===== config.mk =====
export PLATFORM = sky130hd
export DESIGN_NAME = alu_result_stage_flat
export DESIGN_NICKNAME = d
export VERILOG_FILES = /design/src/rtl/alu_pkg.sv /design/src/rtl/alu_result_stage_if.sv /design/src/rtl/alu_flag_gen.sv /design/src/rtl/alu_result_stage.sv /design/src/flat_wrapper.sv
export SDC_FILE = /design/constraint.sdc
export NUM_CORES = 1
export LEC_CHECK = 0
export ABC_AREA = 1
export CAP_MARGIN = 20
export CORE_MARGIN = 3
export CORE_UTILIZATION = 50
export CTS_BUF_LIST = sky130_fd_sc_hd__clkbuf_8
export CTS_CLUSTER_DIAMETER = 40
export DETAILED_ROUTE_END_ITERATION = 16
export PLACE_DENSITY = 0.77
export SETUP_SLACK_MARGIN = 0.5
export SKIP_LAST_GASP = 1
export SYNTH_ARGS = -nofsm -noshare
export SYNTH_HDL_FRONTEND = slang
export SYNTH_SLANG_ARGS = --single-unit

===== constraint.sdc =====
create_clock -name clk -period 1.9 [get_ports clk]
set_clock_uncertainty 0.15 [all_clocks]
set_input_delay 0.19 -clock clk [delete_from_list [all_inputs] [get_ports clk]]
set_output_delay 0.19 -clock clk [all_outputs]
set_load 0.02 [all_outputs]

===== src/rtl/alu_pkg.sv =====
// Shared ALU result-stage definitions: select codes, flag bit positions, entry layout.
package alu_pkg;

    localparam int unsigned ALU_DATA_W = 32;
    localparam int unsigned FLAG_W     = 4;
    localparam int unsigned RD_W       = 5;

    // Result-select codes driven by the result multiplexer.
    typedef enum logic [1:0] {
        SEL_SUM = 2'b00,
        SEL_XOR = 2'b01,
        SEL_OR  = 2'b10,
        SEL_AND = 2'b11
    } alu_sel_e;

    // Bit positions inside the {N, Z, C, V} flag nibble.
    localparam int unsigned FLAG_N = 3;
    localparam int unsigned FLAG_Z = 2;
    localparam int unsigned FLAG_C = 1;
    localparam int unsigned FLAG_V = 0;

    // One stage entry at the default datapath width.
    typedef struct packed {
        logic [ALU_DATA_W-1:0] result;
        logic [FLAG_W-1:0]     flags;
        logic [RD_W-1:0]       rd_addr;
        logic                  rd_we;
    } alu_entry_t;

    // Occupancy of the output register plus skid buffer.
    typedef enum logic [1:0] {
        StEmpty,
        StOne,
        StFull
    } stage_state_e;

endpackage


===== src/rtl/alu_result_stage_if.sv =====
// Upstream and downstream handshake bundle of the ALU result stage.
interface alu_result_stage_if
    import alu_pkg::*;
#(
    parameter int unsigned DATA_W = 32
);
    logic              in_valid;
    logic              in_ready;
    logic [DATA_W-1:0] in_result;
    logic [1:0]        in_sel;
    logic              in_cout;
    logic              in_a_msb;
    logic              in_b_msb;
    logic [RD_W-1:0]   in_rd_addr;
    logic              in_rd_we;

    logic              out_valid;
    logic              out_ready;
    logic [DATA_W-1:0] out_result;
    logic [FLAG_W-1:0] out_flags;
    logic [RD_W-1:0]   out_rd_addr;
    logic              out_rd_we;

    // Producer of results and consumer of the writeback side.
    modport master (
        output in_valid, in_result, in_sel, in_cout, in_a_msb, in_b_msb, in_rd_addr, in_rd_we,
        output out_ready,
        input  in_ready,
        input  out_valid, out_result, out_flags, out_rd_addr, out_rd_we
    );

    // The stage itself.
    modport slave (
        input  in_valid, in_result, in_sel, in_cout, in_a_msb, in_b_msb, in_rd_addr, in_rd_we,
        input  out_ready,
        output in_ready,
        output out_valid, out_result, out_flags, out_rd_addr, out_rd_we
    );

endinterface


===== src/rtl/alu_flag_gen.sv =====
// Combinational N/Z/C/V derivation; C and V only mean something for the adder path.
module alu_flag_gen
    import alu_pkg::*;
#(
    parameter int unsigned DATA_W = 32
) (
    input  logic [DATA_W-1:0] result,
    input  logic [1:0]        sel,
    input  logic              cout,
    input  logic              a_msb,
    input  logic              b_msb,
    output logic [FLAG_W-1:0] flags
);

    // Sign and zero always apply; carry/overflow are masked for logic ops.
    always_comb begin
        flags         = '0;
        flags[FLAG_N] = result[DATA_W-1];
        flags[FLAG_Z] = (result == '0);
        if (sel == SEL_SUM) begin
            flags[FLAG_C] = cout;
            // b_msb is the post-inversion operand, so this also covers subtract.
            flags[FLAG_V] = (a_msb == b_msb) && (result[DATA_W-1] != a_msb);
        end
    end

endmodule


===== src/rtl/alu_result_stage.sv =====
// EX-to-writeback register stage with a 2-entry skid buffer and retired-op counter.
module alu_result_stage
    import alu_pkg::*;
#(
    parameter int unsigned DATA_W = 32,
    parameter int unsigned CNT_W  = 32
) (
    input  logic             clk,
    input  logic             rst_n,
    alu_result_stage_if.slave bus,
    output logic [CNT_W-1:0] retired_cnt
);

    typedef struct packed {
        logic [DATA_W-1:0] result;
        logic [FLAG_W-1:0] flags;
        logic [RD_W-1:0]   rd_addr;
        logic              rd_we;
    } entry_t;

    stage_state_e      state_q, state_d;
    logic              in_ready_q, in_ready_d;
    logic              out_valid_q, out_valid_d;
    entry_t            in_entry, out_q, skid_q;
    logic              load_out_in, load_out_skid, load_skid;
    logic              in_fire, out_fire;
    logic [FLAG_W-1:0] in_flags;
    logic [CNT_W-1:0]  retired_cnt_q;

    alu_flag_gen #(
        .DATA_W (DATA_W)
    ) u_flag_gen (
        .result (bus.in_result),
        .sel    (bus.in_sel),
        .cout   (bus.in_cout),
        .a_msb  (bus.in_a_msb),
        .b_msb  (bus.in_b_msb),
        .flags  (in_flags)
    );

    assign in_entry = '{result: bus.in_result, flags: in_flags,
                        rd_addr: bus.in_rd_addr, rd_we: bus.in_rd_we};

    assign in_fire  = bus.in_valid && in_ready_q;
    assign out_fire = out_valid_q && bus.out_ready;

    // State plus the two handshake flops, all registered from next-state values.
    always_ff @(posedge clk or negedge rst_n) begin
        if (!rst_n) begin
            state_q     <= StEmpty;
            in_ready_q  <= 1'b1;
            out_valid_q <= 1'b0;
        end else begin
            state_q     <= state_d;
            in_ready_q  <= in_ready_d;
            out_valid_q <= out_valid_d;
        end
    end

    // Next occupancy and which register loads from where.
    always_comb begin
        state_d       = state_q;
        load_out_in   = 1'b0;
        load_out_skid = 1'b0;
        load_skid     = 1'b0;
        unique case (state_q)
            StEmpty: begin
                if (in_fire) begin
                    state_d     = StOne;
                    load_out_in = 1'b1;
                end
            end
            StOne: begin
                if (in_fire && !out_fire) begin
                    state_d   = StFull;
                    load_skid = 1'b1;
                end else if (!in_fire && out_fire) begin
                    state_d = StEmpty;
                end else if (in_fire && out_fire) begin
                    load_out_in = 1'b1;
                end
            end
            StFull: begin
                // in_ready_q is low here, so nothing can arrive.
                if (out_fire) begin
                    state_d       = StOne;
                    load_out_skid = 1'b1;
                end
            end
            default: state_d = StEmpty;
        endcase
    end

    // Handshake flags follow the next occupancy so they come straight out of flops.
    always_comb begin
        in_ready_d  = (state_d != StFull);
        out_valid_d = (state_d != StEmpty);
    end

    // Output and skid registers.
    always_ff @(posedge clk or negedge rst_n) begin
        if (!rst_n) begin
            out_q  <= '0;
            skid_q <= '0;
        end else begin
            if (load_out_in) begin
                out_q <= in_entry;
            end else if (load_out_skid) begin
                out_q <= skid_q;
            end
            if (load_skid) begin
                skid_q <= in_entry;
            end
        end
    end

    // Retired-operation counter, wraps naturally.
    always_ff @(posedge clk or negedge rst_n) begin
        if (!rst_n) begin
            retired_cnt_q <= '0;
        end else if (out_fire) begin
            retired_cnt_q <= retired_cnt_q + CNT_W'(1);
        end
    end

    assign bus.in_ready    = in_ready_q;
    assign bus.out_valid   = out_valid_q;
    assign bus.out_result  = out_q.result;
    assign bus.out_flags   = out_q.flags;
    assign bus.out_rd_addr = out_q.rd_addr;
    assign bus.out_rd_we   = out_q.rd_we;
    assign retired_cnt     = retired_cnt_q;

endmodule

===== src/flat_wrapper.sv =====
// flat-port wrapper written by rule: the top's interface ports become plain ports
module alu_result_stage_flat import alu_pkg::*;
#(
    parameter int unsigned DATA_W = 32,
    parameter int unsigned CNT_W  = 32
)
  (clk, rst_n, retired_cnt, bus_in_valid, bus_in_result, bus_in_sel, bus_in_cout, bus_in_a_msb, bus_in_b_msb, bus_in_rd_addr, bus_in_rd_we, bus_out_ready, bus_in_ready, bus_out_valid, bus_out_result, bus_out_flags, bus_out_rd_addr, bus_out_rd_we);
  alu_result_stage_if #(.DATA_W(DATA_W)) bus_i ();
  input  logic clk;
  input  logic rst_n;
  output logic [CNT_W-1:0] retired_cnt;
  input wire logic [$bits(bus_i.in_valid)-1:0] bus_in_valid;
  input wire logic [$bits(bus_i.in_result)-1:0] bus_in_result;
  input wire logic [$bits(bus_i.in_sel)-1:0] bus_in_sel;
  input wire logic [$bits(bus_i.in_cout)-1:0] bus_in_cout;
  input wire logic [$bits(bus_i.in_a_msb)-1:0] bus_in_a_msb;
  input wire logic [$bits(bus_i.in_b_msb)-1:0] bus_in_b_msb;
  input wire logic [$bits(bus_i.in_rd_addr)-1:0] bus_in_rd_addr;
  input wire logic [$bits(bus_i.in_rd_we)-1:0] bus_in_rd_we;
  input wire logic [$bits(bus_i.out_ready)-1:0] bus_out_ready;
  output wire logic [$bits(bus_i.in_ready)-1:0] bus_in_ready;
  output wire logic [$bits(bus_i.out_valid)-1:0] bus_out_valid;
  output wire logic [$bits(bus_i.out_result)-1:0] bus_out_result;
  output wire logic [$bits(bus_i.out_flags)-1:0] bus_out_flags;
  output wire logic [$bits(bus_i.out_rd_addr)-1:0] bus_out_rd_addr;
  output wire logic [$bits(bus_i.out_rd_we)-1:0] bus_out_rd_we;
  assign bus_i.in_valid = bus_in_valid;
  assign bus_i.in_result = bus_in_result;
  assign bus_i.in_sel = bus_in_sel;
  assign bus_i.in_cout = bus_in_cout;
  assign bus_i.in_a_msb = bus_in_a_msb;
  assign bus_i.in_b_msb = bus_in_b_msb;
  assign bus_i.in_rd_addr = bus_in_rd_addr;
  assign bus_i.in_rd_we = bus_in_rd_we;
  assign bus_i.out_ready = bus_out_ready;
  assign bus_in_ready = bus_i.in_ready;
  assign bus_out_valid = bus_i.out_valid;
  assign bus_out_result = bus_i.out_result;
  assign bus_out_flags = bus_i.out_flags;
  assign bus_out_rd_addr = bus_i.out_rd_addr;
  assign bus_out_rd_we = bus_i.out_rd_we;
  alu_result_stage #(.DATA_W(DATA_W), .CNT_W(CNT_W)) u_core (.clk(clk), .rst_n(rst_n), .bus(bus_i), .retired_cnt(retired_cnt));
endmodule

Word-level counts from Yosys, hierarchy flattened
Index checks and enable logic that the tools add are counted.
Word-level totals
  flip-flop bits (word level): 120
  bits of input ports: 47
  output and inout bits: 76
  logic and storage cells: 48
Cells by class
  eq/ne operators: 5
  muxes and demuxes: 17
  reduce and logical (&&, ||, !) cells: 13
  add/sub/neg operators: 1
Operators with widths (number)
  $mux W42: 2
  $add A32 B1 Y32 const B: 1
  $logic_not A32 Y1: 1
  $mux W2: 5
  $mux W1: 8
  $logic_and A1 B1 Y1: 6
  $pmux W2 S3: 1
  $logic_not A2 Y1: 2
  $reduce_bool A2 Y1: 2
  $eq A2 B1 Y1 const B: 1
  $eq A2 B2 Y1 const B: 1
  $logic_not A1 Y1: 2
  $ne A2 B2 Y1 const B: 1
  $pmux W1 S2: 1
  $eq A1 B1 Y1: 1
  $ne A1 B1 Y1: 1

Longest topological paths before layout
Gate-level depths: netlist (run 1).
  depth in word-level cells: 7
  depth in mapped cells: 9
  mapped depth without buffers: 9

By module
A second synthesis (run 1) with hierarchy kept.
Unflattened totals
  cell total of the unflattened synthesis: 619
  area, all modules: 5391.4 um2
Modules (own cells, without submodules)
  alu_result_stage: area an instance 5230.0 um2, instances 1, cells an instance 580, seq. area each 3004.1 um2
  alu_flag_gen: area an instance 161.4 um2, instances 1, cells an instance 39, seq. area each 0.0 um2

Least setup slack after synthesis (run 1)
No wires, ideal clock.
  path type: register to register
  from: register u_core.in_ready_q, in the netlist u_core.bus.in_ready
  to: register u_core.skid_q[8] in the netlist's numbering
  clock period less this slack: 1677 ps
  setup time: 116 ps
  stages on the path, launching flop included: 9
  buffers on the path: 1
  path slack: 223 ps
  data arrival time: 1410 ps
  cell sequence: dfstp_2 -> nand2_1 -> nor2_2 -> inv_1 -> nor2_8 -> inv_4 -> buf_6 -> nand2_1 -> nand2_1
Between the ends
  cells in the longest elaborated chain, start to end: 4
Ends and longest elaborated chain
  start, declared: line alu_result_stage.sv:22  | logic in_ready_q, in_ready_d;
  start signal, assigned: line alu_result_stage.sv:55  | in_ready_q <= in_ready_d;
  $logic_and A1 B1 Y1: line alu_result_stage.sv:44  | assign in_fire = bus.in_valid && in_ready_q;
  $logic_and A1 B1 Y1: line alu_result_stage.sv:74  | if (in_fire && !out_fire) begin
  $mux W1: line alu_result_stage.sv:74
  $mux W1: line alu_result_stage.sv:66  | unique case (state_q)
  end signal, assigned: line alu_result_stage.sv:112  | skid_q <= in_entry;
  end, declared: line alu_result_stage.sv:24  | entry_t in_entry, out_q, skid_q;
Every way passes these cells.
A chain may end at the register's enable or synchronous reset.

Worst setup path after layout (run 1)
  from: register u_core.out_valid_q, in the netlist u_core.bus.out_valid
  to: register u_core.out_q, in the netlist u_core.bus.out_flags[0]
Between the ends
  cells in the longest elaborated chain, start to end: 7
Ends and longest elaborated chain
  start, declared: line alu_result_stage.sv:23  | logic out_valid_q, out_valid_d;
  start signal, assigned: line alu_result_stage.sv:56  | out_valid_q <= out_valid_d;
  $logic_and A1 B1 Y1 (*): line alu_result_stage.sv:45  | assign out_fire = out_valid_q && bus.out_ready;
  $logic_and A1 B1 Y1: line alu_result_stage.sv:79  | end else if (in_fire && out_fire) begin
  $mux W1: line alu_result_stage.sv:79
  $mux W1: line alu_result_stage.sv:77  | end else if (!in_fire && out_fire) begin
  $mux W1: line alu_result_stage.sv:74
  $pmux W1 S2: line alu_result_stage.sv:66
  $mux W42 / $reduce_bool A2 Y1 (equally long branches)
  end signal, assigned: line alu_result_stage.sv:107  | out_q <= in_entry;
  end signal, assigned: line alu_result_stage.sv:109  | out_q <= skid_q;
  end, declared: line alu_result_stage.sv:24
Every way passes the cells marked *; elsewhere a longest branch is shown, timed or not.

==> qor_table.md, run 1 <==
| Group | Item | Value |
|:---|:---|:---|
| status | Run status | complete, no violations |
| yosys | Cell with the most instances after synthesis | nand2_1 |
| floorplanning | Die extent in y | 111 um |
| drt | Initial detailed-routing violation count | 557 |
| timing | Fin. max-slew vios | 0 |
| yosys | Sequential share of the synthesized area | 53.4% |
| pwr | Total design power | 11.6 mW |
| yosys | Area contributors post-synth | dfrtp_1 (53%), nand2_1 (13%), nor2_1 (5.0%) |
| yosys | EDFF count, synth | 0 |
| drt | Antenna-violating nets left | 0 |
| timing | Crit share post-route | 87.8% |
| global routing | Wire length of the first global-routing pass | 26300 um |
| drt | Pre-antenna DRT Iters | 5 |
| yosys | Post-synth top cells | nand2_1 (198), dfrtp_1 (117), nor2_1 (74) |
| yosys | Fraction of post-synthesis cell area in the top cell type by area | 52.9% |
| run | Max-cap violation count | 0 |
| placement | Cell area after placement | 0.00712 mm2 |
| worst setup path | Critical-path cell with the highest stage delay | dfrtp_2 |
| clock tree | Clock input transition at the sequential cells of the worst setup and hold paths | 0.07 ns |
| pwr | Proportion of total power due to net switching | 40.6% |
| cells and area | FF/Latch Area | 0.00299 mm2 |
| yosys | Register bit count reported by yosys | 118 |
| drt | Wire length after detailed routing | 18200 um |
| global routing | Global routing usage summed across all routing layers | 26.4% |
| worst setup path | Reg2reg start | u_core.bus.out_valid$_DFF_PN0_ |
| timing | Fmax | 0.600 GHz |
| worst setup path | Peak per-stage delay on the critical path | 0.45 ns |
| cells and area | Final design utilization | 79.0% |
| clock tree | Cts bufs inserted | 17 |
| pwr | Static Leak | 4.05 nW |
| pwr | Power share of the clock group | 19.9% |
| pwr | Total power per unit cell area | 1390 mW/mm2 |
| pwr | Cell-internal power | 6.87 mW |
| worst setup path | Worst endpoint required time | 2.10 ns |
| worst setup path | Critical path arrival | 1.87 ns |
| clock tree | Maximum clock path buffer count | 2 |
| drt | Via-to-Cell Ratio | 5.53 |
| placement | Detail Placement HPWL | 10100 um |
| cells and area | Layout filler cell count | 646 |
| timing | Transition time at the pin with the least slew margin | 0.553 ns |
| global routing | Pin count of the biggest net entering global routing | 45 |
| worst setup path | Reg2Reg Depth | 6 |
| floorplanning | Die area | 0.0124 mm2 |
| yosys | Primary flip-flop cell chosen by synthesis mapping | dfrtp_1 |
| cells and area | Post-layout nets | 891 |
| yosys | Post-synthesis cell type with the largest combined area | dfrtp_1 |
| yosys | Syn_area_per_cell | 8.60 um2 |
| floorplanning | Core box area | 0.0106 mm2 |
| clock tree | TritonCTS clock tree | built |
| yosys | Number of standard cells after synthesis | 643 |
| worst setup path | Destination of the worst register-to-register timing path | u_core.bus.out_flags[0]$_DFFE_PN0P_ |
| timing | Setup repair after global routing missed its margin | yes |
| yosys | FFs w/ async S/R, synth | 100% |
| cells and area | Share of layout cells above drive strength 1 | 38.6% |
| worst setup path | CP Capture Type | register |
| clock tree | Number of clock sinks seen by CTS | 118 |
| pwr | Peak supply drop | 0.723 mV |
| yosys | Synth Cell Area | 0.00553 mm2 |
| pwr | Switching power | 4.69 mW |
| timing | Smallest setup slack after layout | 0.232 ns |
| timing | Fin crit period | 1.67 ns |
| floorplanning | Effective utilization at floorplan | 52.4% |
| drt | Wirelength per Cell | 18.4 um |
| cells and area | Antenna cell count | 0 |
| global routing | GRT overflow | 0 |
| worst setup path | Crit-path max FO | 32 |
| worst setup path | Reg2reg setup slack | 0.23 ns |
| drt | Total via count after detailed routing | 5478 |
| placement | Placer's final routability congestion estimate | 0.846 |
| clock tree | CTS Root Buffer Type | clkbuf_8 |
| pwr | Flop pwr share | 36.2% |
| cells and area | Total area of multi-input combinational cells | 0.00265 mm2 |
| placement | Worst setup timing slack at the placement stage | -0.000646 ns |
| worst setup path | Sequence of cells on the critical path | nand2_8, clkinvlp_4, nand2_4, buf_12, o21ai_0, a21oi_1 |
| worst setup path | Worst Setup Start Kind | register |
| yosys | Synth cell types | 32 |
| placement | Input/output buffers | 122 |
| cells and area | Syn-to-layout area delta | 50.7% |
| cells and area | Final design instance area without fill | 0.00834 mm2 |
| floorplanning | Total I/O pin count | 123 |
| global routing | Number of global-route vias before repair | 5388 |
| yosys | Warnings from Yosys | 0 |
| clock tree | Worst-skew pair later-pin latency | 0.43 ns |
| yosys | Net count of the mapped netlist | 691 |
| global routing | Antenna violations before repair | 0 |
| floorplanning | Row Count | 37 |
| clock tree | # H-tree levels | 4 |
| timing | Hold Fails Final Rpt | 0 |
| timing | Max_slew headroom | 63.2% |
| timing | Number of endpoints failing setup at the final stage | 0 |
| pwr | Combinational power share | 43.9% |
| drt | DRC violations left | 0 |
| floorplanning | Die span in x | 111 um |
| worst setup path | Critical path class | register to register |
| min path | Type of the worst min-delay path | primary input to async pin |
-- state kept, by name (all words and copies together), names as in the netlist --
register                cells
u_core.bus.out_result      31
u_core.bus.out_flags        4
u_core.bus.in_ready         1
u_core.state_q              2
u_core.bus.out_rd_we        1
u_core.bus.out_rd_addr      5
u_core.skid_q              41
u_core.bus.out_valid        1
u_core.retired_cnt         32
-- logic make-up after synthesis --
| kind of cell | count (synthesis) | share of synthesized area, % |
|---|---|---|
| AO/OA/AOI/OAI | 72 | 8.80 |
| XOR/XNOR | 17 | 2.69 |
| adder cells (fa/ha/maj) | 1 | 0.226 |
| buffers and inverters | 88 | 7.17 |
| flip-flops | 118 | 53.4 |
| AND/OR/NAND/NOR | 347 | 27.7 |
-- stage by stage --
stage / TNS, ns / hold WS [ns] / std cells
after global routing: 0 / 0.155 / 991
after floorplan: 0 / -0.256 / 643
after detailed placement: -0.000646 / 0.0511 / 895
final: 0 / 0.135 / 991
after CTS: 0 / 0.124 / 966
after global placement: 0 / 0.0524 / 895
-- cells in the final DEF (no fill, tap or decap), drive strengths merged, types with 2 or more instances in the layout --
master         netlist  final
nand2              205    205
buf                 19    147
dfrtp              117    117
nor2                84     85
inv                 69     71
clkdlybuf4s50        0     45
o21ai               32     32
nand3               30     30
clkbuf               0     25
o211ai              25     25
o22ai               13     13
xor2                12     12
nand4               10     10
nor3                 9      9
nand3b               6      6
xnor2                5      5
clkinv               0      5
clkinvlp             0      3
a21oi                2      2
bufinv               0      2
nor3b                2      2
-- routing by layer --
layer	part of all wire (%)	global-route usage [%]
met1	38	32.9
met2	52	43.7
met3	6.6	5.84
met4	3.6	12.8
met5	0	0
-- how the worst max path moves through the flow --
stage	from	to	slack [ns]	depth (start not counted)
5_1_grt	u_core.bus.in_ready$_DFF_PN1_	u_core.bus.out_result[10]$_DFFE_PN0P_	0.16	8
2_1_floorplan	u_core.bus.in_ready$_DFF_PN1_	u_core.skid_q[8]$_DFFE_PN0P_	0.27	8
3_3_place_gp	bus_out_ready	u_core.bus.out_flags[2]$_DFFE_PN0P_	0.04	10
6_report	u_core.bus.out_valid$_DFF_PN0_	u_core.bus.out_flags[0]$_DFFE_PN0P_	0.23	6
4_1_cts	u_core.bus.in_ready$_DFF_PN1_	u_core.skid_q[41]$_DFFE_PN0P_	0.33	9
3_5_place_dp	bus_out_ready	u_core.bus.out_flags[0]$_DFFE_PN0P_	-0.0006	7
-- repair_timing --
action                                  CTS  global route
gates cloned                              7             3
buffers inserted                         32            22
endpoints found under the hold margin    47             0
resized for setup                       371           101
pin swaps                                12            29
hold buffers                              1             0
endpoints found under the setup margin  182           137
-- power by group through the flow --
stage | logic [mW] | clock network [mW] | registers (mW)
6_report | 5.08 | 2.30 | 4.18
5_1_grt | 5.46 | 2.44 | 4.27
4_1_cts | 4.50 | 2.30 | 4.10
3_5_place_dp | 4.32 | 0 | 4.11
3_3_place_gp | 4.17 | 0 | 4.09
2_1_floorplan | 2.09 | 0 | 4.60
-- cell type report --
type,instances,share of cell area [%]
Inverter,69,3.47
Tap cell,136,2.04
Timing Repair inverter,2,0.375
Sequential cell,118,35.8
Clock inverter,10,1.25
Multi-Input combinational cell,438,31.8
Timing Repair Buffer,197,21.8
Clock buffer,21,3.47
-- worst max-delay path: cells and delay by family, from the launching register on --
| kind | cells | cell delay (ns) |
|---|---|---|
| buffers and inverters | 2 | 0.37 |
| AOI/OAI and AO/OA | 2 | 0.30 |
| and+or+nand+nor | 2 | 0.30 |
| DFF | 1 | 0.45 |
Power figures use the tool's default switching activity.
==> run 2: changes to the inputs <==
- SLEW_MARGIN: unset -> 5
==> results of run 2 <==
No change in the layout: final DEF, timing and power equal those of run 1.
==> run 3: changes to the inputs <==
- DONT_BUFFER_PORTS: unset -> 1
- PLACE_DENSITY: 0.77 -> unset
==> qor_table.md, run 3 (synthesis results as in run 1) <==
| Group | Item | Value | Change |
|:---|:---|:---|:---|
| floorplanning | Effective utilization at floorplan | 52.4% | unchanged |
| placement | Placer's final routability congestion estimate | 0.817 | -3.4% |
| global routing | Number of global-route vias before repair | 4654 | -14% |
| cells and area | Leading cell type in the layout, fill and taps excluded | nand2_1 |  |
| cells and area | Share of layout cells above drive strength 1 | 32.6% | -6.0 points |
| clock tree | Cts bufs inserted | 17 | unchanged |
| drt | Via-to-Cell Ratio | 5.42 | -2.0% |
| worst setup path | Reg2reg setup slack | 0.14 ns | -0.09 ns |
| pwr | Static Leak | 3.57 nW | -12% |
| floorplanning | Die area | 0.0124 mm2 | unchanged |
| cells and area | Post-layout nets | 783 | -12% |
| pwr | Combinational power share | 34.0% | -9.9 points |
| pwr | Flop pwr share | 43.4% | +7.2 points |
| clock tree | Worst-skew pair later-pin latency | 0.44 ns | about the same |
| placement | Detail Placement HPWL | 9110 um | -10% |
| pwr | Switching power | 4.59 mW | -2.1% |
| global routing | Antenna violations before repair | 0 | unchanged |
| timing | Hold Fails Final Rpt | 122 | +122 |
| timing | Transition time at the pin with the least slew margin | 0.390 ns | -0.163 ns |
| floorplanning | Row Count | 37 | unchanged |
| cells and area | Antenna cell count | 0 | unchanged |
| timing | Setup repair after global routing missed its margin | yes |  |
| global routing | Wire length of the first global-routing pass | 23800 um | -9.5% |
| timing | Crit share post-route | 92.6% | +4.9 points |
| worst setup path | Reg2reg start | u_core.bus.in_ready$_DFF_PN1_ |  |
| timing | Fin crit period | 1.76 ns | +0.0927 ns |
| clock tree | CTS Root Buffer Type | clkbuf_8 |  |
| timing | Fmax | 0.568 GHz | -5.3% |
| placement | Input/output buffers | 0 | -100% |
| pwr | Power share of the clock group | 22.7% | +2.8 points |
| worst setup path | Reg2Reg Depth | 8 | +2 |
| min path | Type of the worst min-delay path | primary input to async pin |  |
| status | Violations in the final reports | negative hold slack |  |
| drt | Wire length after detailed routing | 15700 um | -14% |
| worst setup path | Critical path class | register to register |  |
| worst setup path | Destination of the worst register-to-register timing path | u_core.skid_q[14]$_DFFE_PN0P_ |  |
| pwr | Total design power | 11.2 mW | -3.0% |
| cells and area | Syn-to-layout area delta | 40.3% |  |
| timing | Number of endpoints failing setup at the final stage | 0 | unchanged |
| status | Run status | complete, but fails checks |  |
| global routing | Global routing usage summed across all routing layers | 24.1% | -2.3 points |
| drt | Wirelength per Cell | 17.7 um | -3.7% |
| global routing | Pin count of the biggest net entering global routing | 119 | +160% |
| clock tree | TritonCTS clock tree | built |  |
| cells and area | Max FFs per register | 41 | unchanged |
| floorplanning | Die extent in y | 111 um | unchanged |
| timing | Max_slew headroom | 74.0% | +11 points |
| pwr | Cell-internal power | 6.62 mW | -3.7% |
| clock tree | Clock input transition at the sequential cells of the worst setup and hold paths | 0.08 ns | about the same |
| worst setup path | CP Capture Type | register |  |
| floorplanning | Die span in x | 111 um | unchanged |
| cells and area | Most frequent cells in the layout | nand2_1 (153), dfrtp_1 (92), inv_1 (61) |  |
| floorplanning | Total I/O pin count | 123 | unchanged |
| pwr | Total power per unit cell area | 1450 mW/mm2 | +4.2% |
| run | Max-cap violation count | 0 | unchanged |
| drt | Initial detailed-routing violation count | 345 | -38% |
| global routing | GRT overflow | 0 | unchanged |
| floorplanning | Core box area | 0.0106 mm2 | unchanged |
| clock tree | # H-tree levels | 4 | unchanged |
| worst setup path | Worst endpoint required time | 2.05 ns | -0.05 ns |
| drt | Antenna-violating nets left | 0 | unchanged |
| drt | Pre-antenna DRT Iters | 5 | unchanged |
| timing | Setup tns final | 0 ns | unchanged |
| cells and area | Top reg by flops | u_core.skid_q |  |
| drt | DRC violations left | 0 | unchanged |
| worst setup path | Worst Setup Start Kind | register |  |
| pwr | Peak supply drop | 1.11 mV | +54% |
| drt | Total via count after detailed routing | 4790 | -13% |
| clock tree | Maximum clock path buffer count | 2 | unchanged |
| timing | Fin. max-slew vios | 0 | unchanged |
| timing | Post-Route Hold Slack | -0.717 ns | -0.851 ns |
| worst setup path | Critical path arrival | 1.91 ns | +0.04 ns |
| worst setup path | Crit-path max FO | 7 | -78% |
| pwr | Proportion of total power due to net switching | 41.0% | +0.39 points |
| clock tree | Number of clock sinks seen by CTS | 118 | unchanged |
-- run 3: layout make-up --
class / instances / area [um2]
Timing Repair inverter: 2 / 27.5
Clock inverter: 15 / 204
Multi-Input combinational cell: 437 / 2740
Tap cell: 136 / 170
Clock buffer: 17 / 234
Fill cell: 732 / 2790
Inverter: 69 / 299
Timing Repair Buffer: 90 / 1100
Sequential cell: 118 / 2990
-- run 3: worst max-delay path, cell delays in order, from the launching register on --
cell and delay, ns:
dfstp_2 0.58, nand2_4 0.07, nor2_4 0.13, inv_2 0.07
nor2_8 0.11, buf_12 0.14, buf_8 0.12, buf_12 0.14
o21ai_0 0.12
-- run 3: routing by layer --
| layer | vias up | part of all wire, % | GRT usage, % |
|---|---|---|---|
| met5 | - | 0 | 0 |
| met4 | 0 | 2.2 | 9.25 |
| met3 | 25 | 7.5 | 8.35 |
| met2 | 166 | 51 | 39.8 |
| met1 | 2338 | 39 | 29.2 |
| li1 | 2261 | - | - |
-- run 3: power by group through the flow --
stage	clock [mW]	combinational, mW	sequential [mW]
2_1_floorplan	0	2.09	4.60
3_3_place_gp	0	2.32	4.80
3_5_place_dp	0	2.40	4.82
4_1_cts	2.57	3.01	4.80
5_1_grt	2.72	4.18	4.97
6_report	2.54	3.81	4.86
-- run 3: worst max path at each step --
stage / start / to / slack (ns) / cells after the start
2_1_floorplan: u_core.bus.in_ready$_DFF_PN1_ / u_core.skid_q[8]$_DFFE_PN0P_ / 0.27 / 8
3_3_place_gp: u_core.bus.in_ready$_DFF_PN1_ / u_core.skid_q[1]$_DFFE_PN0P_ / 0.17 / 7
3_5_place_dp: u_core.bus.in_ready$_DFF_PN1_ / u_core.skid_q[1]$_DFFE_PN0P_ / 0.10 / 7
4_1_cts: u_core.bus.out_valid$_DFF_PN0_ / u_core.skid_q[11]$_DFFE_PN0P_ / 0.26 / 6
5_1_grt: u_core.bus.in_ready$_DFF_PN1_ / u_core.skid_q[14]$_DFFE_PN0P_ / 0.10 / 8
6_report: u_core.bus.in_ready$_DFF_PN1_ / u_core.skid_q[14]$_DFFE_PN0P_ / 0.14 / 8
-- run 3: what timing repair did --
action / CTS / global route
buffers inserted: 21 / 7
pin swaps: 12 / 20
hold buffers: 42 / 2
gates cloned: 2 / 9
endpoints found under the setup margin: 113 / 117
gates resized for setup: 47 / 126
hold endpoints to repair: 208 / 129
-- run 3: stage by stage --
step           cell area (um2)  utilization, %  instances  setup WS, ns
2_1_floorplan             5720               -        643         0.274
3_3_place_gp              5840            55.4        769         0.171
3_5_place_dp              5840            55.4        769         0.102
4_1_cts                   7150            67.7        866         0.256
5_1_grt                   7760            73.5        884         0.105
6_report                  7760            73.5        884         0.140
